==> src/rtl/tsi_command_engine.sv <==
`default_nettype none
// ============================================================================
// Module   : tsi_command_engine
// Purpose  : Target-side TSI protocol engine. Parses the 32-bit host word
//            stream (CMD, ADDR_LO, ADDR_HI, LEN_LO, LEN_HI, data...) into
//            single-beat 32-bit memory reads/writes and streams read data
//            back to the host. One memory access outstanding at a time.
// Ports    : clock, reset          - clock, synchronous active-high reset
//            host_in_*             - host->target word stream (valid/ready)
//            host_out_*            - target->host word stream (registered)
//            mem_req_*             - memory request (write=1 / read=0)
//            mem_resp_*            - memory read data (reads only)
//            busy                  - packet in progress or word pending
//            err                   - sticky illegal-command flag
// Options  : TSI_ENGINE_ERR_EN     - when defined, CMD words > 1 set err and
//                                    the packet header is discarded.
// Revision : 1.0 - initial release
// ============================================================================
module tsi_command_engine #(
   parameter int ADDR_BITS = 64,
   parameter int LEN_BITS  = 32
) (
   input  logic                 clock,
   input  logic                 reset,
   input  logic                 host_in_valid,
   output logic                 host_in_ready,
   input  logic [31:0]          host_in_bits,
   output logic                 host_out_valid,
   input  logic                 host_out_ready,
   output logic [31:0]          host_out_bits,
   output logic                 mem_req_valid,
   input  logic                 mem_req_ready,
   output logic                 mem_req_write,
   output logic [ADDR_BITS-1:0] mem_req_addr,
   output logic [31:0]          mem_req_data,
   input  logic                 mem_resp_valid,
   output logic                 mem_resp_ready,
   input  logic [31:0]          mem_resp_data,
   output logic                 busy,
   output logic                 err
);

   typedef enum logic [2:0] {
      S_CMD     = 3'd0,
      S_ADDR_LO = 3'd1,
      S_ADDR_HI = 3'd2,
      S_LEN_LO  = 3'd3,
      S_LEN_HI  = 3'd4,
      S_WR_DATA = 3'd5,
      S_RD_REQ  = 3'd6,
      S_RD_RESP = 3'd7
   } state_t;

   localparam logic [ADDR_BITS-1:0] c_ADDR_STEP = ADDR_BITS'(4);
   localparam logic [LEN_BITS-1:0]  c_LEN_ONE   = LEN_BITS'(1);

   state_t                r_state, w_state_next;
   logic                  r_is_write;
   logic                  r_discard;
   logic [31:0]           r_addr_lo;
   logic [ADDR_BITS-1:0]  r_addr;
   logic [LEN_BITS-1:0]   r_remaining;
   logic                  r_out_valid;
   logic [31:0]           r_out_bits;

   logic                  w_in_fire, w_req_fire, w_resp_fire, w_out_fire;
   logic                  w_last;
   logic                  w_cmd_illegal;
   logic [63:0]           w_addr_asm;

   assign w_in_fire   = host_in_valid & host_in_ready;
   assign w_req_fire  = mem_req_valid & mem_req_ready;
   assign w_resp_fire = mem_resp_valid & mem_resp_ready;
   assign w_out_fire  = r_out_valid & host_out_ready;
   assign w_last      = (r_remaining == '0);
   // Full 64-bit address assembled as the high word arrives; truncated below.
   assign w_addr_asm  = {host_in_bits, r_addr_lo};

`ifdef TSI_ENGINE_ERR_EN
   logic r_err;
   assign w_cmd_illegal = (host_in_bits > 32'd1);
   assign err           = r_err;

   always_ff @(posedge clock) begin
      if (reset) begin
         r_err <= 1'b0;
      end else if (r_state == S_CMD && w_in_fire && w_cmd_illegal) begin
         r_err <= 1'b1;
      end
   end
`else
   assign w_cmd_illegal = 1'b0;
   assign err           = 1'b0;
`endif

   assign mem_req_addr   = r_addr;
   assign host_out_valid = r_out_valid;
   assign host_out_bits  = r_out_bits;
   assign busy           = (r_state != S_CMD) | r_out_valid;

   always_comb begin
      w_state_next   = r_state;
      host_in_ready  = 1'b0;
      mem_req_valid  = 1'b0;
      mem_req_write  = 1'b0;
      mem_req_data   = 32'd0;
      mem_resp_ready = 1'b0;
      case (r_state)
         S_CMD: begin
            host_in_ready = 1'b1;
            if (w_in_fire) w_state_next = S_ADDR_LO;
         end
         S_ADDR_LO: begin
            host_in_ready = 1'b1;
            if (w_in_fire) w_state_next = S_ADDR_HI;
         end
         S_ADDR_HI: begin
            host_in_ready = 1'b1;
            if (w_in_fire) w_state_next = S_LEN_LO;
         end
         S_LEN_LO: begin
            host_in_ready = 1'b1;
            if (w_in_fire) w_state_next = S_LEN_HI;
         end
         S_LEN_HI: begin
            // LEN_HI is consumed but never affects the beat count.
            host_in_ready = 1'b1;
            if (w_in_fire) begin
               if (r_discard)       w_state_next = S_CMD;
               else if (r_is_write) w_state_next = S_WR_DATA;
               else                 w_state_next = S_RD_REQ;
            end
         end
         S_WR_DATA: begin
            // Host word goes straight through to memory; backpressure is
            // handed back to the host unchanged.
            mem_req_valid = host_in_valid;
            host_in_ready = mem_req_ready;
            mem_req_write = 1'b1;
            mem_req_data  = host_in_bits;
            if (w_req_fire && w_last) w_state_next = S_CMD;
         end
         S_RD_REQ: begin
            mem_req_valid = 1'b1;
            if (w_req_fire) w_state_next = S_RD_RESP;
         end
         S_RD_RESP: begin
            // Only accept read data when the output slot is free.
            mem_resp_ready = ~r_out_valid;
            if (w_resp_fire) w_state_next = w_last ? S_CMD : S_RD_REQ;
         end
         default: w_state_next = S_CMD;
      endcase
   end

   always_ff @(posedge clock) begin
      if (reset) begin
         r_state     <= S_CMD;
         r_is_write  <= 1'b0;
         r_discard   <= 1'b0;
         r_addr_lo   <= 32'd0;
         r_addr      <= '0;
         r_remaining <= '0;
         r_out_valid <= 1'b0;
         r_out_bits  <= 32'd0;
      end else begin
         r_state <= w_state_next;
         case (r_state)
            S_CMD: if (w_in_fire) begin
               r_is_write <= host_in_bits[0];
               r_discard  <= w_cmd_illegal;
            end
            S_ADDR_LO: if (w_in_fire) r_addr_lo <= host_in_bits;
            S_ADDR_HI: if (w_in_fire) r_addr <= w_addr_asm[ADDR_BITS-1:0];
            S_LEN_LO:  if (w_in_fire) r_remaining <= host_in_bits[LEN_BITS-1:0];
            S_WR_DATA: if (w_req_fire) begin
               r_addr <= r_addr + c_ADDR_STEP;
               if (!w_last) r_remaining <= r_remaining - c_LEN_ONE;
            end
            S_RD_RESP: if (w_resp_fire) begin
               r_addr <= r_addr + c_ADDR_STEP;
               if (!w_last) r_remaining <= r_remaining - c_LEN_ONE;
            end
            default: ;
         endcase
         // A reload in the same cycle as a drain keeps the slot full.
         if (w_resp_fire) begin
            r_out_valid <= 1'b1;
            r_out_bits  <= mem_resp_data;
         end else if (w_out_fire) begin
            r_out_valid <= 1'b0;
         end
      end
   end

endmodule
`default_nettype wire

==> config.mk <==
export PLATFORM = sky130hd
export DESIGN_NAME = tsi_command_engine
export DESIGN_NICKNAME = d
export VERILOG_FILES = /design/src/rtl/tsi_command_engine.sv
export SDC_FILE = /design/constraint.sdc
export NUM_CORES = 1
export LEC_CHECK = 0
export ABC_CLOCK_PERIOD_IN_PS = 2930
export BUFFER_PORTS_ARGS = -buffer_cell sky130_fd_sc_hd__buf_2
export CELL_PAD_IN_SITES_DETAIL_PLACEMENT = 1
export CELL_PAD_IN_SITES_GLOBAL_PLACEMENT = 1
export CORE_MARGIN = 3
export CORE_UTILIZATION = 25
export CTS_CLUSTER_SIZE = 25
export DETAILED_ROUTE_END_ITERATION = 12
export PLACE_DENSITY = 0.53
export SLEW_MARGIN = 10
export SYNTH_ARGS = -nofsm -noshare
export SYNTH_HDL_FRONTEND = slang
export SYNTH_SLANG_ARGS = --single-unit
==> constraint.sdc <==
create_clock -name clock -period 2.93 [get_ports clock]
set_input_delay 0.1465 -clock clock [delete_from_list [all_inputs] [get_ports clock]]
set_output_delay 0.1465 -clock clock [all_outputs]
set_load 0.005 [all_outputs]
==> results.cfg <==
[sta]
fin_skew_ns = 0.0157
hold_viol_final = 0
fin_crit_sh = 0.900
relSlewSlack = 0.405
fin_crit_ns = 2.64
drv_slew = 0
rsz0062_at_grt = false
setup_tns_ns = 0
setup_violations = 0
max_freq_mhz = 379
worstMarginPinSlew_ns = 0.892

[setup_path]
worstPathBufferInverterCount = 0
worst-setup-path-type = reg -> reg
crit_family = simple AND/OR/NAND/NOR gates
path_max_fanout = 5
path_common_cell = nand3_1
crit_path_start_kind = register
crit_path_end_kind = register
crit_chain = ha_1 -> nand3_1 -> or3_1 -> nor4_4 -> nand3_1 -> or4_1 -> a31oi_1
critPathMaxStageDelay_ns = 0.52
required_ns = 3.31
cp.arrival_ns = 3.01
slowest_stage = nor4_4

[run]
maxCapViolCount = 0

[global_route]
track_usage = 0.214
grt_max_degree = 156
antenna_found_initial = 1
grt_overflow = 0
grt_pass1_wl_um = 63300
grt_pass1_vias = 10200

[placement]
place_area_mm2 = 0.0106
port_buffers = 203
dp_hpwl_um = 29400
routabilityCongestion = 0.793

[logic_synthesis]
syn-num-nets = 1305
avgSynthCellArea_um2 = 7.21
syn_inst = 1233
ys_seq_area_frac = 0.371
synth-main-ff-cell = dfxtp_1
yosys_warnings = 0
netlist_top_cells_area = dfxtp_1 (37%), nand2_1 (11%), a21oi_1 (8.4%)
synth_top_area_frac = 0.371
yosysTopAreaCell = dfxtp_1
synthArstFlopShare = 0
synth_edf_count = 0
synth_area_mm2 = 0.00889
ys_ff_latch = 165
synthDistinctLibCells = 64

[floorplanning]
ioPinCount = 205
row_count = 68
die_h_um = 195
core_mm2 = 0.0348
start_util = 0.256
die_w_um = 195
die_area_mm2 = 0.0379

[clocking]
hold_buffers = 47
cts_made_buffers = 17
cts_resized = 0
htree_levels = 4
cts_tree = done
post-cts-setup-buffer-count = 0
clk_pin_slew_ns = 0.07
root_buffer = clkbuf_16
clock-sinks = 165
cts_max_path_buffers = 2
clock_latency_ns = 0.46

[detailed_routing]
vias_per_cell = 5.29
drt_pass1_iterations = 5
drt_wl_total_um = 41200
drc = 0
num_vias = 10200
drt_iter0_drc = 708
final_antenna_net_count = 0
wl_per_cell_um = 21.4

[layout]
drive_above_1_share = 0.215
seqCellArea_mm2 = 0.00330
syn2layout_area_growth_pct = 31.1
multi_input_area_mm2 = 0.00526
n_fill_cell = 4315
nets = 1534
design_area_mm2 = 0.0117

[hold_path]
worstHoldPathType = in -> reg

[status]
status = finished clean

[pwr]
leakage_nw = 4.45
p_per_area_mw_per_mm2 = 442
vdd_drop_max_uv = 449
synth_stat cells, types with 5 or more instances:
master,n
a311oi_1,5
a22o_1,5
o21ai_0,79
o41ai_1,5
and2_1,40
a31oi_1,28
o22ai_1,11
buf_2,5
a211oi_1,13
nand4_1,25
nand2_1,254
a21oi_1,150
nand2b_1,6
inv_1,6
or4_1,14
clkbuf_1,87
or3_1,18
o31ai_1,14
nor4_1,14
o21a_1,6
nor3_1,27
and4_1,7
dfxtp_1,165
a21o_1,5
and3_1,13
nand3_1,53
nor3b_1,5
a22oi_1,13
nor2_1,87
mux2i_1,7
worst min-delay path, cell delays in order:
cell and delay (ns):
buf_2 0.15, nand2_1 0.07, a21oi_1 0.05
through the flow:
| step | instances | setup WS, ns | total power, W | hold slack (ns) | utilization |
|---|---|---|---|---|---|
| floorplan | 1233 | 0.546 | 0.00262 | 0.282 | - |
| global placement | 1851 | 0.304 | 0.00288 | 0.386 | 0.305 |
| detailed placement | 1851 | 0.279 | 0.00288 | 0.395 | 0.305 |
| CTS | 1930 | 0.250 | 0.00523 | 0.00484 | 0.335 |
| global route | 1931 | 0.0864 | 0.00538 | 0.00290 | 0.335 |
| finish | 1931 | 0.292 | 0.00516 | 0.0188 | 0.335 |
kinds of logic (layout without fill, tap and decap cells):
family / count (synthesis) / after routing / synth area share
compound gates: 365 / 365 / 0.246
xor+xnor: 1 / 1 / 0.000985
fa+ha+maj: 2 / 2 / 0.00281
buf+inv: 99 / 341 / 0.0429
flops: 165 / 165 / 0.371
mux: 7 / 7 / 0.00788
other cells: 1 / 2 / 0.000422
simple gates: 593 / 593 / 0.328
final timing paths:
kind,start,slack (ns),end,cells after the start
worst max register to register,mem_req_addr[3]$_SDFFE_PP0P_,0.29,mem_req_addr[56]$_SDFFE_PP0P_,7
worst max-delay path,mem_req_addr[3]$_SDFFE_PP0P_,0.29,mem_req_addr[56]$_SDFFE_PP0P_,7
worst min register to register,host_out_bits[18]$_SDFFE_PP0P_,0.45,host_out_bits[18]$_SDFFE_PP0P_,2
worst min-delay path,host_in_bits[6],0.02,r_addr_lo[6]$_SDFFE_PP0P_,3
registers in the layout, summed over array words and instances, names as in the netlist:
name	cells
host_out_valid	1
r_remaining	32
r_addr_lo	32
host_out_bits	32
r_is_write	1
r_state	3
mem_req_addr	64
layer usage:
metal	routed length (um)	part of all wire	up-vias	GRT usage
met5	0	0	-	0
met1	19100	0.46	5041	0.283
met2	19800	0.48	211	0.361
li1	-	-	4923	-
met4	891	0.022	0	0.0598
met3	1420	0.035	42	0.0348
final cells by class:
type | instances | area share
Multi-Input combinational cell | 969 | 0.451
Sequential cell | 165 | 0.283
Timing Repair Buffer | 303 | 0.166
Tap cell | 455 | 0.0488
Clock buffer | 18 | 0.0377
Clock inverter | 14 | 0.0114
Inverter | 6 | 0.00193
Antenna cell | 1 | 0.000215
placed cells by master, fill, tap and decap left out, drive strengths merged, types with 21 or more instances in the layout:
cell type and instances:
dfxtp 165, nand4 26, a21oi 150, o21ai 80
nor3 28, nand2 255, buf 256, nor2 87
nand3 54, dlygate4sd3 47, nor4 21, a31oi 28
and2 41
where the power goes:
group | leakage [nW] | switching (W) | internal (W)
logic | 2.84 | 0.000344 | 0.000205
registers | 1.33 | 0.0000451 | 0.00228
clock network | 0.278 | 0.00113 | 0.00115
total | 4.45 | 0.00152 | 0.00364
Power figures use the tool's default switching activity.
